===== src/rtl/alu_pkg.sv =====
// Shared definitions for the bit-serial ALU sequencer: opcodes, FSM states,
// and the bit-counter width rule.
package alu_pkg;

  localparam logic [1:0] OP_AND = 2'b00;
  localparam logic [1:0] OP_OR  = 2'b01;
  localparam logic [1:0] OP_XOR = 2'b10;
  localparam logic [1:0] OP_ADD = 2'b11;

  typedef enum logic [1:0] {
    ST_IDLE = 2'b00,
    ST_RUN  = 2'b01,
    ST_DONE = 2'b10
  } state_e;

  // A one-bit operand still needs a one-bit counter.
  function automatic int cnt_width(input int width);
    return (width > 1) ? $clog2(width) : 1;
  endfunction

endpackage


===== src/rtl/shift_reg_piso.sv =====
// Parallel-in, serial-out shift register. It shifts right, so the LSB is
// presented first. A load takes priority over a shift.
module shift_reg_piso #(
  parameter int WIDTH = 8
) (
  input  logic             clk,
  input  logic             rst,
  input  logic             load,
  input  logic             shift,
  input  logic [WIDTH-1:0] din,
  output logic             lsb
);

  logic [WIDTH-1:0] data_q;
  logic [WIDTH-1:0] data_d;

  always_comb begin
    data_d = data_q;
    if (load) begin
      data_d = din;
    end else if (shift) begin
      data_d = data_q >> 1;
    end
  end

  // NOTE: sequential state uses non-blocking assignments so every flop samples pre-edge values.
  always_ff @(posedge clk or posedge rst) begin
    if (rst) begin
      data_q <= '0;
    end else begin
      data_q <= data_d;
    end
  end

  assign lsb = data_q[0];

endmodule


===== src/rtl/serial_alu_seq.sv =====
// Bit-serial ALU sequencer: steps two WIDTH-bit operands LSB-first through an
// external combinational one-bit ALU slice and reassembles the result.
module serial_alu_seq
  import alu_pkg::*;
#(
  parameter int WIDTH = 8
) (
  input  logic             clk,
  input  logic             rst,
  input  logic             start,
  input  logic [1:0]       op,
  input  logic [WIDTH-1:0] a,
  input  logic [WIDTH-1:0] b,
  input  logic             carry_in,
  output logic             busy,
  output logic             done,
  output logic [WIDTH-1:0] result,
  output logic             cout,
  output logic             F1,
  output logic             F0,
  output logic             A,
  output logic             B,
  output logic             cin,
  input  logic             F,
  input  logic             Cout
);

  localparam int            CW   = cnt_width(WIDTH);
  localparam logic [CW-1:0] LAST = CW'(WIDTH - 1);

  state_e           state_q,  state_d;
  logic [1:0]       op_q,     op_d;
  logic             carry_q,  carry_d;
  logic [CW-1:0]    cnt_q,    cnt_d;
  logic [WIDTH-1:0] result_q, result_d;
  logic             cout_q,   cout_d;

  logic load;
  logic shift;
  logic a_bit;
  logic b_bit;

  shift_reg_piso #(.WIDTH(WIDTH)) u_a_sh (
    .clk   (clk),
    .rst   (rst),
    .load  (load),
    .shift (shift),
    .din   (a),
    .lsb   (a_bit)
  );

  shift_reg_piso #(.WIDTH(WIDTH)) u_b_sh (
    .clk   (clk),
    .rst   (rst),
    .load  (load),
    .shift (shift),
    .din   (b),
    .lsb   (b_bit)
  );

  // NOTE: every signal gets a default before the case so no latch is inferred.
  always_comb begin
    state_d  = state_q;
    op_d     = op_q;
    carry_d  = carry_q;
    cnt_d    = cnt_q;
    result_d = result_q;
    cout_d   = cout_q;
    load     = 1'b0;
    shift    = 1'b0;

    unique case (state_q)
      ST_IDLE: begin
        if (start) begin
          load    = 1'b1;
          op_d    = op;
          carry_d = (op == OP_ADD) ? carry_in : 1'b0;
          cnt_d   = '0;
          state_d = ST_RUN;
        end
      end
      ST_RUN: begin
        shift    = 1'b1;
        // Result fills from the MSB side; after WIDTH shifts bit 0 sits at the LSB.
        result_d = result_q >> 1;
        result_d[WIDTH-1] = F;
        carry_d  = (op_q == OP_ADD) ? Cout : 1'b0;
        cnt_d    = cnt_q + CW'(1);
        if (cnt_q == LAST) begin
          cout_d  = carry_d;
          state_d = ST_DONE;
        end
      end
      ST_DONE: begin
        state_d = ST_IDLE;
      end
      default: begin
        state_d = ST_IDLE;
      end
    endcase
  end

  always_ff @(posedge clk or posedge rst) begin
    if (rst) begin
      state_q  <= ST_IDLE;
      op_q     <= OP_AND;
      carry_q  <= 1'b0;
      cnt_q    <= '0;
      result_q <= '0;
      cout_q   <= 1'b0;
    end else begin
      state_q  <= state_d;
      op_q     <= op_d;
      carry_q  <= carry_d;
      cnt_q    <= cnt_d;
      result_q <= result_d;
      cout_q   <= cout_d;
    end
  end

  // Slice inputs are forced low outside RUN; the function select always shows the latched op.
  assign busy   = (state_q == ST_RUN);
  assign done   = (state_q == ST_DONE);
  assign result = result_q;
  assign cout   = cout_q;
  assign F1     = op_q[1];
  assign F0     = op_q[0];
  assign A      = busy & a_bit;
  assign B      = busy & b_bit;
  assign cin    = busy & carry_q;

endmodule


===== config.mk =====
export PLATFORM = sky130hd
export DESIGN_NAME = serial_alu_seq
export DESIGN_NICKNAME = d
export VERILOG_FILES = /design/src/rtl/alu_pkg.sv /design/src/rtl/shift_reg_piso.sv /design/src/rtl/serial_alu_seq.sv
export SDC_FILE = /design/constraint.sdc
export NUM_CORES = 1
export LEC_CHECK = 0
export BUFFER_PORTS_ARGS = -buffer_cell sky130_fd_sc_hd__buf_2
export CAP_MARGIN = 30
export CORE_UTILIZATION = 47
export DETAILED_ROUTE_END_ITERATION = 16
export HOLD_SLACK_MARGIN = 0.08
export PLACE_DENSITY = 0.82
export REMOVE_ABC_BUFFERS = 1
export SLEW_MARGIN = 20
export SYNTH_ARGS = -nofsm -noshare
export SYNTH_HDL_FRONTEND = slang
export SYNTH_SLANG_ARGS = --single-unit

===== constraint.sdc =====
create_clock -name clk -period 3.7 [get_ports clk]
set_clock_uncertainty 0.05 [all_clocks]
set_input_delay 0 -clock clk [delete_from_list [all_inputs] [get_ports clk]]
set_output_delay 0 -clock clk [all_outputs]
set_load 0.03 [all_outputs]

==> results of run 1 <==
## worst min-delay path, cell delays in order
cell and delay [ns]:
buf_2 0.09, o21bai_1 0.20, nand2_1 0.13, nand2_1 0.05
## flip-flops by register name, summed over array words and instances (netlist names)
signal / count
u_a_sh.data_q: 8
u_b_sh.data_q: 8
cnt_q: 3
carry_q: 1
cout: 1
result: 8
state_q: 2
op_q: 2
## layer usage
metal,track usage (%),vias to the layer above,part of all wire [%]
li1,-,591,-
met2,33.0,43,52
met1,26.4,552,41
met5,0,-,0
met4,8.57,0,1.6
met3,4.15,6,5.3
## kinds of logic after synthesis
family,after synthesis,synth area share [%]
AOI/OAI and AO/OA,22,10.8
buffers and inverters,10,4.62
adders and majority gates,2,1.78
muxes,3,2.67
DFF,33,58.7
and+or+nand+nor,72,21.4
## power breakdown
group	switching, mW	leakage, nW	internal, mW
Sequential	0.0940	0.420	0.514
Combinational	0.425	0.547	0.232
Clock	0.115	0.0413	0.110
## cell type report
class	count	area (µm²)
clock inverter	1	5.00
clock buffer	7	65.1
timing repair buffer	64	440
tap	31	38.8
sequential	33	826
fill	207	906
multi-input combinational	99	517
inverter	2	7.51
## placed cells by master (no fill, tap or decap)
cell           netlist  final
and2_1               3      3
and3_1               1      1
nor3_1               1      1
and2_4               1      1
dfrtp_1             33     33
buf_4                2      2
inv_2                1      2
dlygate4sd3_1        0     23
nor2b_1              1      1
a22oi_1             14     14
nand3_1              1      1
nand2_1             61     61
nor3b_2              1      1
o21ai_0              5      5
clkbuf_4             0      5
mux2_4               1      1
clkbuf_8             0      2
nor2_1               1      1
o21bai_1             2      2
clkinv_2             0      1
ha_1                 2      2
a211oi_1             1      1
nand2b_1             1      1
buf_2                4     39
mux2_2               2      2
## final timing paths
kind	start	endpoint	slack [ns]	depth (start not counted)
max in group asynchronous	rst	result[1]	2.92	3
worst min register to register	u_a_sh.data_q[0]	u_a_sh.data_q[0]	0.43	2
worst max-delay path	state_q[1]	carry_q	1.37	5
min in group asynchronous	rst	cnt_q[2]	0.26	3
worst max register to register	state_q[1]	carry_q	1.37	5
worst min-delay path	start	u_a_sh.data_q[3]	0.11	4
## what timing repair did
item,in CTS,in global routing
buffers inserted,0,0
hold buffers,23,0
endpoints found under the hold margin,54,0
## stage by stage
stage / std cells / total power, mW / util, % / instance area [µm²] / worst slack, ns
CTS: 237 / 1.50 / 67.7 / 1900 / 1.37
global route: 237 / 1.60 / 67.7 / 1900 / 1.22
finish: 237 / 1.49 / 67.7 / 1900 / 1.37
detailed placement: 206 / 1.24 / 57.0 / 1600 / 1.73
floorplan: 134 / 1.05 / - / 1350 / 1.88
global placement: 205 / 1.20 / 56.7 / 1590 / 1.77
==> flow_summary.ini, run 1 <==
[floorplan]
die_area_mm2 = 0.00322
initial_utilization_pct = 50.2
die_w_um = 56.7
rows = 19
core_mm2 = 0.00281
boundaryPins = 40
die_h_um = 56.7

[clocking]
clock-sinks = 33
clockRootBuffer = clkbuf_4
tritoncts = yes
clock_path_buffers = 2
clock_latency_ns = 0.33
cts_made_buffers = 5
htree_levels = 2
clkTransAtPathRegs_ns = 0.10
cts_resized = 0

[synth]
avgSynthCellArea_um2 = 9.91
syn_inst = 142
ys_ff_latch = 33
ys_warn_count = 0
synth_edf_count = 0
ys_seq_area_share_pct = 58.7
async_reset_ff_share_pct = 100
post-synth-top-area-cell = dfrtp_1
synthTopCellsByCount = nand2_1, dfrtp_1, a22oi_1
yosysTopAreaCellShare_pct = 58.7
synth_most_common_cell = nand2_1
synth.distinct_cells = 23
synth_area_leaders = dfrtp_1, nand2_1, a22oi_1, ha_1, o21ai_0
synthFlopType = dfrtp_1
syn-cell-area_mm2 = 0.00141

[sta]
timing.final.crit_period_ns = 2.33
final-max-slew-violation-count = 0
tightest_slew_ns = 0.660
setup_violations = 0
hold_viol = 0
hold_slack_ns = 0.108
clock.fmax_mhz = 429
rsz0062_at_grt = no
relSlewSlack_pct = 56.0
tns_ns = 0
timing.final.crit_share_pct = 63.0

[routing]
drt-initial-drc-count = 48
vias = 1192
antenna_left = 0
wirelength_mm = 2.96
firstDrtPassIters = 11
drt-vias-per-instance = 5.03
wl_per_cell_um = 12.5
drc = 4

[global_route]
grt_pass1_vias = 1108
grt_max_degree = 34
antenna_found_initial = 0
grt_pass1_wl_mm = 4.86
grt_usage_pct = 20.3
grt_overflow = 0

[cells_and_area]
drive_gt1_share_pct = 27.2
num_antenna_cells = 0
layout.nets = 231
syn_to_final_growth_pct = 34.9

[pwr]
p_per_area_mw_per_mm2 = 784
p_leak_nw = 1.01
vdd_drop_max_mv = 0.579

[status]
failed_checks = design-rule violations
status = finished with violations

[min_path]
hp-class = input port to flip-flop

[setup_path]
critical_path.startpoint_type = flip-flop
cpLargestDelayFamily = buffers and inverters
endpoint_kind = flip-flop
crit_required_ns = 3.92
critical_path_class = flip-flop to flip-flop
cpPeakStageDelay_ns = 0.58
cp_slowest_cell = dlygate4sd3_1
path_cells = nand2b_1, inv_2, nor3_1, a211oi_1, dlygate4sd3_1
crit_buf_inv = 2
worst_ep_arrival_time_ns = 2.55
cp_max_fo = 30

[flow_run]
maxCapViolations = 0

[place]
hpwl_mm = 1.83
place_congestion = 0.715
port_buffers = 39
Note: power is estimated with default switching activity, not from simulation.
==> inputs of run 2 (changes only) <==
Clock period 3.7 ns to 2.44 ns, I/O delays scaled along.
==> flow_summary.ini, run 2 (synthesis results as in run 1) <==
[setup_path]
worst_ep_arrival_time_ns = 2.41
cpLargestDelayFamily = buffers and inverters
crit_buf_inv = 3
crit_required_ns = 2.67
critical_path.startpoint_type = flip-flop
cp_slowest_cell = dlygate4sd3_1
endpoint_kind = flip-flop
critical_path_class = flip-flop to flip-flop
cp_max_fo = 30
cpPeakStageDelay_ns = 0.58
path_cells = nand2b_1, buf_4, inv_2, nor3_1, a211oi_1, dlygate4sd3_1

[routing]
wirelength_mm = 3.04
firstDrtPassIters = 10
drt-vias-per-instance = 5.15
vias = 1236
antenna_left = 0
drt-initial-drc-count = 51
wl_per_cell_um = 12.7
drc = 4

[sta]
relSlewSlack_pct = 68.9
hold_slack_ns = 0.243
timing.final.crit_period_ns = 2.18
tns_ns = 0
setup_violations = 0
tightest_slew_ns = 0.466
hold_viol = 0
timing.final.crit_share_pct = 89.3
clock.fmax_mhz = 459
fin_ws_ns = 0.261
final-max-slew-violation-count = 0
rsz0062_at_grt = no

[clocking]
htree_levels = 2
cts_made_buffers = 5
clock_path_buffers = 2
post_cts_buffers = 0
clock-sinks = 33
tritoncts = yes
clkTransAtPathRegs_ns = 0.10
clockRootBuffer = clkbuf_4
clock_latency_ns = 0.34

[pwr]
vdd_drop_max_mv = 0.781
p_leak_nw = 1.02
pwr-share-clk_pct = 15.1
p_switching_uw = 971
intPower_mw = 1.31
switching_share_pct = 42.6
p_per_area_mw_per_mm2 = 1190
seqPwrFrac_pct = 40.4
pwr-share-comb_pct = 44.5
power_mw = 2.28

[floorplan]
boundaryPins = 40
die_h_um = 56.7
die_w_um = 56.7
die_area_mm2 = 0.00322
core_mm2 = 0.00281
initial_utilization_pct = 50.2
rows = 19

[status]
status = finished with violations
failed_checks = design-rule violations

[place]
place_congestion = 0.716
dp.cells = 207
place_ws_ns = 0.654
hpwl_mm = 1.80
port_buffers = 39

[cells_and_area]
drive_gt1_share_pct = 27.3
layout_commonest_cell = nand2_1
num_antenna_cells = 0
syn_to_final_growth_pct = 36.7
fin_cells = 240
layout.nets = 234
final_cell_mix = nand2_1, buf_2, dfrtp_1

[global_route]
grt_usage_pct = 21.4
grt_pass1_wl_mm = 5.12
grt_max_degree = 34
antenna_found_initial = 0
grt_pass1_vias = 1195
grt_overflow = 0

[flow_run]
maxCapViolations = 0

[min_path]
hp-class = input port to async pin
==> run 2: metal layers <==
metal | GRT usage [%] | vias to the layer above | part of all wire [%]
met3 | 6.68 | 7 | 5.6
met4 | 11.4 | 0 | 2.0
li1 | - | 598 | -
met1 | 23.9 | 596 | 42
met2 | 36.2 | 35 | 51
met5 | 0 | - | 0
==> run 2: tightest hold or removal path: stages <==
cell and delay [ns]:
dlygate4sd3_1 0.54, buf_2 0.12, inv_1 0.04, buf_4 0.35
==> run 2: area by class of cell <==
type,count,area [µm²]
clock buffers,7,65.1
clock inverters,1,5.00
fillers,207,881
inverters,2,7.51
multi-input cells,99,517
flip-flops and latches,33,826
well taps,31,38.8
repair buffers,67,465
==> run 2: what timing repair did <==
item | in CTS | in global routing
resized for setup | 0 | 0
hold buffers | 23 | 1
hold endpoints to repair | 54 | 4
setup endpoints to repair | 0 | 0
==> run 2: final timing paths <==
path	slack (ns)	endpoint	cells past startpoint	from
min	0.24	carry_q	4	rst
max in group asynchronous	1.81	u_b_sh.data_q[6]	4	rst
min in group clk	0.34	result[7]	4	F
max reg2reg	0.26	carry_q	6	state_q[1]
max	0.26	carry_q	6	state_q[1]
min reg2reg	0.44	u_a_sh.data_q[3]	2	u_a_sh.data_q[3]
==> run 2: power by group through the flow <==
stage | registers [mW] | logic [mW] | clock network, mW
floorplan | 1.06 | 0.528 | 0
global placement | 0.912 | 0.918 | 0
detailed placement | 0.930 | 0.956 | 0
CTS | 0.920 | 1.00 | 0.354
global route | 0.952 | 1.12 | 0.378
finish | 0.921 | 1.02 | 0.345
==> run 2: metrics by stage <==
stage	utilization [%]	area, µm²
CTS	68.0	1910
global route	68.6	1920
floorplan	-	1350
detailed placement	57.3	1610
global placement	57.3	1610
finish	68.6	1920
